==> src/rtl/fpu.sv <==
// Single-precision IEEE-754 add/subtract unit with one registered result per clock.
// Round to nearest, ties to even. Subnormals are handled on input and output.

package pa_fpu;
  typedef enum logic [1:0] {
    op_add = 2'd0,
    op_sub = 2'd1,
    op_mul = 2'd2,
    op_div = 2'd3
  } e_fpu_op;
endpackage

module fpu (
  input  logic             clk,
  input  logic             rst,
  input  logic [31:0]      a_operand,
  input  logic [31:0]      b_operand,
  input  pa_fpu::e_fpu_op  operation,
  output logic [31:0]      ieee_packet_out
);

  localparam logic [31:0] QNAN    = 32'h7fc0_0000;
  localparam logic [30:0] INF_MAG = 31'h7f80_0000;

  // Number of leading zeros in a 27-bit word (27 when the word is zero).
  function automatic logic [4:0] lzc27(input logic [26:0] v);
    logic [4:0] n;
    logic       found;
    n     = 5'd27;
    found = 1'b0;
    for (int i = 26; i >= 0; i--) begin
      if (!found && v[i]) begin
        n     = 5'(26 - i);
        found = 1'b1;
      end
    end
    return n;
  endfunction

  // Round a normalized mantissa carrying guard/round/sticky to nearest even.
  // Bit 24 of the result flags a mantissa overflow that needs renormalizing.
  function automatic logic [24:0] round_ne(input logic [26:0] m);
    logic rnd_up;
    rnd_up = m[2] & (m[1] | m[0] | m[3]);
    return {1'b0, m[26:3]} + {24'd0, rnd_up};
  endfunction

  logic        sign_a, sign_b;
  logic [7:0]  exp_a, exp_b, eff_a, eff_b;
  logic [23:0] m_a, m_b;
  logic        nan_a, nan_b, inf_a, inf_b, zero_a, zero_b;
  logic        a_is_big;
  logic        s_big, s_small;
  logic [7:0]  e_big, e_small, diff, max_sh;
  logic [23:0] m_big, m_small;
  logic [26:0] big_ext, small_ext, shifted, lost_mask, aligned, norm;
  logic [27:0] sum;
  logic [4:0]  lz, sh;
  logic [9:0]  e_norm, e_fin;
  logic [24:0] mant25;
  logic [23:0] mant24;
  logic [31:0] result;

  // Unpack, align, add, normalize, round and resolve special operands.
  always_comb begin
    sign_a = a_operand[31];
    sign_b = b_operand[31] ^ (operation == pa_fpu::op_sub);
    exp_a  = a_operand[30:23];
    exp_b  = b_operand[30:23];
    m_a    = {exp_a != 8'd0, a_operand[22:0]};
    m_b    = {exp_b != 8'd0, b_operand[22:0]};
    eff_a  = (exp_a == 8'd0) ? 8'd1 : exp_a;
    eff_b  = (exp_b == 8'd0) ? 8'd1 : exp_b;
    nan_a  = (exp_a == 8'hff) && (a_operand[22:0] != 23'd0);
    nan_b  = (exp_b == 8'hff) && (b_operand[22:0] != 23'd0);
    inf_a  = (exp_a == 8'hff) && (a_operand[22:0] == 23'd0);
    inf_b  = (exp_b == 8'hff) && (b_operand[22:0] == 23'd0);
    zero_a = (a_operand[30:0] == 31'd0);
    zero_b = (b_operand[30:0] == 31'd0);

    // Larger magnitude becomes the reference operand so subtraction never goes negative.
    a_is_big = {eff_a, m_a} >= {eff_b, m_b};
    s_big    = a_is_big ? sign_a : sign_b;
    s_small  = a_is_big ? sign_b : sign_a;
    e_big    = a_is_big ? eff_a  : eff_b;
    e_small  = a_is_big ? eff_b  : eff_a;
    m_big    = a_is_big ? m_a    : m_b;
    m_small  = a_is_big ? m_b    : m_a;
    diff     = e_big - e_small;

    big_ext   = {m_big, 3'b000};
    small_ext = {m_small, 3'b000};
    shifted   = small_ext >> diff[4:0];
    lost_mask = (27'd1 << diff[4:0]) - 27'd1;
    if (diff >= 8'd27) begin
      aligned = {26'd0, |m_small};
    end else begin
      aligned = {shifted[26:1], shifted[0] | (|(small_ext & lost_mask))};
    end

    if (s_big == s_small) begin
      sum = {1'b0, big_ext} + {1'b0, aligned};
    end else begin
      sum = {1'b0, big_ext} - {1'b0, aligned};
    end

    // Carry-out shifts right; otherwise shift left, never past the subnormal exponent.
    lz     = lzc27(sum[26:0]);
    max_sh = e_big - 8'd1;
    sh     = 5'd0;
    if (sum[27]) begin
      norm   = {sum[27:2], |sum[1:0]};
      e_norm = {2'b00, e_big} + 10'd1;
    end else begin
      sh     = ({3'b000, lz} < max_sh) ? lz : max_sh[4:0];
      norm   = sum[26:0] << sh;
      e_norm = {2'b00, e_big} - {5'd0, sh};
    end

    mant25 = round_ne(norm);
    if (mant25[24]) begin
      mant24 = mant25[24:1];
      e_fin  = e_norm + 10'd1;
    end else begin
      mant24 = mant25[23:0];
      e_fin  = e_norm;
    end

    // A subnormal that rounds up into bit 23 naturally becomes exponent field 1.
    if (e_fin >= 10'd255) begin
      result = {s_big, INF_MAG};
    end else begin
      result = {s_big, (mant24[23] ? e_fin[7:0] : 8'd0), mant24[22:0]};
    end
    if (sum == 28'd0) begin
      result = 32'd0;
    end

    if (operation == pa_fpu::op_mul || operation == pa_fpu::op_div) begin
      result = QNAN;
    end else if (nan_a || nan_b) begin
      result = QNAN;
    end else if (inf_a && inf_b) begin
      result = (sign_a == sign_b) ? {sign_a, INF_MAG} : QNAN;
    end else if (inf_a) begin
      result = {sign_a, INF_MAG};
    end else if (inf_b) begin
      result = {sign_b, INF_MAG};
    end else if (zero_a && zero_b) begin
      result = {sign_a & sign_b, 31'd0};
    end
  end

  // Output register; reset overrides any operation presented in the same cycle.
  always_ff @(posedge clk) begin
    if (rst) begin
      ieee_packet_out <= 32'd0;
    end else begin
      ieee_packet_out <= result;
    end
  end

endmodule

==> config.mk <==
export PLATFORM = sky130hd
export DESIGN_NAME = fpu
export DESIGN_NICKNAME = d
export VERILOG_FILES = /design/src/rtl/fpu.sv
export SDC_FILE = /design/constraint.sdc
export NUM_CORES = 1
export LEC_CHECK = 0
export ABC_AREA = 1
export BUFFER_PORTS_ARGS = -buffer_cell sky130_fd_sc_hd__buf_2
export CORE_UTILIZATION = 58
export CTS_BUF_LIST = sky130_fd_sc_hd__clkbuf_8 sky130_fd_sc_hd__clkbuf_16
export DETAILED_ROUTE_END_ITERATION = 10
export PLACE_DENSITY = 0.91
export REMOVE_ABC_BUFFERS = 1
export SYNTH_ARGS = -nofsm -noshare
export SYNTH_HDL_FRONTEND = slang
export SYNTH_SLANG_ARGS = --single-unit
==> constraint.sdc <==
create_clock -name clk -period 11.9 [get_ports clk]
set_clock_uncertainty 0.1 [all_clocks]
set_input_delay 1.19 -clock clk [delete_from_list [all_inputs] [get_ports clk]]
set_output_delay 1.19 -clock clk [all_outputs]
set_load 0.01 [all_outputs]
==> metrics.cfg, run 1 <==
[synth]
synth_cell_types = 77
ys_seq_area_share_pct = 5.28
ys_ff_latch = 32
synth-async-reset-ratio_pct = 0
synthTopCellsByArea = nand2_1 (21%), nand3_1 (13%), ha_1 (10%)
synth_top_area_cell = nand2_1
postSynthCellCount = 2230
syn_area_per_cell_um2 = 5.44
synth_flop_cell = dfxtp_1
synth_edf_count = 0
yosys.area.top_type_share_pct = 20.8
synth_area_mm2 = 0.0121
yosysWarningCount = 0

[run_status]
status = did not finish
haltStage = global routing
first-error = [ERROR GRT-0116] Global routing finished with congestion. Check the congestion regions in the DRC Viewer.

[clocking]
cts_sinks = 32
clk_path_buf_depth = 2
root_buffer = clkbuf_16
cts_buffers = 5
h-tree-depth = 2

[die]
die_x_um = 147
die_h_um = 147
start_util_pct = 59.6
placementRows = 52
ios = 100

[grt]
grt_pass1_wl_um = 187000
track_usage_pct = 118
grt_pass1_vias = 27000
grt_start_max_net_pins = 32
overflow = 4030

[placed_design]
hpwlAfterDp_um = 42800
port_buffers = 99
pre_cts_ws_ns = -1.93
place.gp.congestion = 1.22

-- per-stage QoR --
step | utilization, % | cells | cell area (um^2)
after floorplan | - | 2135 | 11500
after global placement | 76.3 | 2913 | 15500
after detailed placement | 76.3 | 2913 | 15500
after CTS | 88.6 | 3105 | 18000
-- synth_stat cells, types with 6 or more instances --
library cell / n
a211oi_1: 12
nor2_2: 10
nor2_4: 7
clkbuf_1: 27
o21ai_1: 29
nand4_1: 55
o21a_1: 9
xnor2_1: 9
nor4_1: 23
buf_6: 20
xor2_1: 46
nand3_2: 16
nand2_2: 34
nand2_1: 672
inv_1: 259
nand3_1: 303
dfxtp_1: 32
o21ai_0: 107
and2_1: 6
buf_2: 18
inv_2: 14
a21oi_1: 94
ha_1: 97
nor3_1: 30
a31oi_1: 18
nor2_1: 163
buf_4: 19
-- per-layer routing --
| metal | GRT usage (%) | GRT overflow |
|---|---|---|
| met5 | 114 | 106 |
| met4 | 90.8 | 385 |
| met3 | 115 | 719 |
| met2 | 126 | 1382 |
| met1 | 123 | 1438 |
-- what timing repair did --
item                                    4_1_cts
endpoints found under the setup margin       31
gates resized for setup                     235
hold buffers                                  0
pin swaps                                    85
setup buffers                               181
gates cloned                                  4
-- cell families after synthesis --
| family | synth area share [%] |
|---|---|
| simple gates | 50.2 |
| buf+inv | 14.1 |
| compound gates | 15.8 |
| fa+ha+maj | 10.3 |
| xor+xnor | 4.10 |
| flops | 5.28 |
| mux | 0.165 |
==> run 2: changes to the inputs <==
--- a/config.mk
+++ b/config.mk
@@ -7,10 +7,9 @@
 export LEC_CHECK = 0
 export ABC_AREA = 1
 export BUFFER_PORTS_ARGS = -buffer_cell sky130_fd_sc_hd__buf_2
-export CORE_UTILIZATION = 58
-export CTS_BUF_LIST = sky130_fd_sc_hd__clkbuf_8 sky130_fd_sc_hd__clkbuf_16
+export CORE_UTILIZATION = 40
 export DETAILED_ROUTE_END_ITERATION = 10
-export PLACE_DENSITY = 0.91
+export PLACE_DENSITY_LB_ADDON = 0.15
 export REMOVE_ABC_BUFFERS = 1
 export SYNTH_ARGS = -nofsm -noshare
 export SYNTH_HDL_FRONTEND = slang
==> constraint.sdc (replaced) <==
create_clock -name clk -period 15.5 [get_ports clk]
set_clock_uncertainty 0.1 [all_clocks]
set_input_delay 1.55 -clock clk [delete_from_list [all_inputs] [get_ports clk]]
set_output_delay 1.55 -clock clk [all_outputs]
set_load 0.01 [all_outputs]
==> run 2 against run 1 <==
  * The run now ends clean
  * Synthesized area stayed put
  * Synthesized cell count stayed put
==> metrics.cfg, run 2 <==
[sta]
hold_slack_ns = 1.45
slew_headroom_pct = 34.2
drv_slew = 0
worstMarginPinSlew_ns = 0.986
period_share_pct = 92.0
fmax_ghz = 0.0701
hold_viol_final = 0
setup_viol = 0
min_period_ns = 14.26

[pwr]
p_per_area_mw_per_mm2 = 118
max-vdd-ir-drop_mv = 0.0660
p_leak_nw = 6.83

[final_layout]
drive_gt1_share_pct = 11.9
fin_nets = 2444
mostFrequentLayoutCells = nand2_1 (672), nand3_1 (303), inv_1 (259)
syn2layout_area_growth_pct = 7.55
instances_no_fill = 2668
largest_reg_flops = 32
layout_commonest_cell = nand2_1
top_register = ieee_packet_out
diodes = 0
reg.largest.list = ieee_packet_out: 32 flops

[synth]
postSynthCellCount = 2230  ; unchanged
ys_top_cells_by_count = nand2_1 (672), nand3_1 (303), inv_1 (259)  ; unchanged
yosys.area.top_type_share_pct = 20.8  ; unchanged
synth_top_area_cell = nand2_1  ; unchanged
syn_area_per_cell_um2 = 5.44  ; unchanged
ys_ff_latch = 32  ; unchanged
synth.most_common_cell = nand2_1  ; unchanged
synth_area_mm2 = 0.0121  ; unchanged
synthTopCellsByArea = nand2_1 (21%), nand3_1 (13%), ha_1 (10%)  ; unchanged
synth_cell_types = 77  ; unchanged
ys_seq_area_share_pct = 5.28  ; unchanged
synth_edf_count = 0  ; unchanged
yosysWarningCount = 0  ; unchanged
synth_flop_cell = dfxtp_1  ; unchanged
synth-async-reset-ratio_pct = 0  ; unchanged

[detailed_routing]
via_count = 14800
wl_met2_um = 18900
wl_per_cell_um = 16.4
ant_nets = 0
wl_met3_um = 2930
viasPerCell = 5.54
wl_met1_um = 20700
wl_um = 43800
first_pass_iters = 6
routed.top_layer = met4
drt_iter0_drc = 1455
route.detailed.drc = 0

[setup_path]
cp_top_family = simple AND/OR/NAND/NOR gates
crit_buf_inv = 11
start_kind = input pin
path_class = in -> reg
crit_slowest_cell = fa_1
path_common_cell = nand2_1
cp.arrival_ns = 14.32
slowest_delay_ns = 0.41
worstPathRequired_ns = 15.56
worstSetupEndpointType = flop
path_max_fanout = 22

[worst_hold_path]
holdCritPathClass = in -> reg

[die]
core_region_area_mm2 = 0.0297
placementRows = 63  ; was 52
dieArea_mm2 = 0.0310
die_x_um = 176  ; was 147 um
ios = 100  ; unchanged
die_h_um = 176  ; was 147 um
start_util_pct = 40.8  ; was 59.6%

[placed_design]
dpl.cell_count = 2642  ; was 2913
hpwlAfterDp_um = 35900  ; was 42800 um
place.gp.congestion = 0.973  ; was 1.22
port_buffers = 99  ; unchanged

[run_status]
status = finished clean  ; was did not finish

[clocking]
cts_sinks = 32  ; unchanged
cts_buffers = 5  ; unchanged
h-tree-depth = 2  ; unchanged
cts.clk_slew.worst_paths_ns = 0.05
cts-hold-fix-buffers = 0  ; unchanged
cts_tree = built
clk_path_buf_depth = 2  ; unchanged
root_buffer = clkbuf_16  ; unchanged

[grt]
overflow = 0
grt_pass1_wl_um = 69700
grt_pass1_vias = 13400
grt_start_max_net_pins = 78
antenna_found_initial = 0
track_usage_pct = 27.7

[run]
maxCapViolations = 0

## run 2: where the power goes
part	internal, mW	switching (mW)
clock	0.0762	0.0356
sequential	0.101	0.00414
combinational	0.405	0.916
## run 2: layer usage
metal | up-vias | GRT usage [%]
li1 | 7474 | -
met1 | 6643 | 39.4
met2 | 577 | 43.3
met3 | 75 | 3.45
met4 | 0 | 7.83
met5 | - | 0
## run 2: kinds of logic (layout without fill, tap and decap cells)
group	after synthesis	in the layout	synth area share, %
and+or+nand+nor	1343	1343	50.2
muxes	2	2	0.165
AOI/OAI and AO/OA	323	324	15.8
adders and majority gates	99	99	10.3
DFF	32	32	5.28
buffers and inverters	375	422	14.1
xor gates and xnor gates	56	56	4.10
## run 2: cell type report
type	count	area [um^2]
clock buffer	5	125
inverter	280	1060
sequential	32	641
timing repair inverter	1	5.00
tap	390	488
clock inverter	3	46.3
multi-input combinational	1824	9900
timing repair buffer	133	786
fill	3307	16700
## run 2: final timing paths
| check | from | endpoint | slack [ns] | cells after the start |
|---|---|---|---|---|
| max | a_operand[28] | ieee_packet_out[22]$_SDFF_PP0_ | 1.24 | 91 |
| min | rst | ieee_packet_out[28]$_SDFF_PP0_ | 1.45 | 2 |
## run 2: timing repair
| item | in CTS | in global routing |
|---|---|---|
| gates resized for setup | 0 | 26 |
| endpoints found under the setup margin | 0 | 31 |
| setup buffers | 0 | 16 |
## run 2: through the flow
| stage | power (mW) | area [um^2] | utilization (%) | setup TNS, ns | setup slack (ns) |
|---|---|---|---|---|---|
| 2_1_floorplan | 1.02 | 11500 | - | 0 | 0.693 |
| 3_3_place_gp | 1.38 | 12600 | 42.4 | 0 | 0.553 |
| 3_5_place_dp | 1.38 | 12600 | 42.4 | 0 | 0.197 |
| 4_1_cts | 1.49 | 12800 | 43.0 | 0 | 0.448 |
| 5_1_grt | 1.69 | 13000 | 43.9 | -0.0371 | -0.0209 |
| 6_report | 1.54 | 13000 | 43.9 | 0 | 1.24 |
No activity file was read; power rests on OpenSTA's default activity.
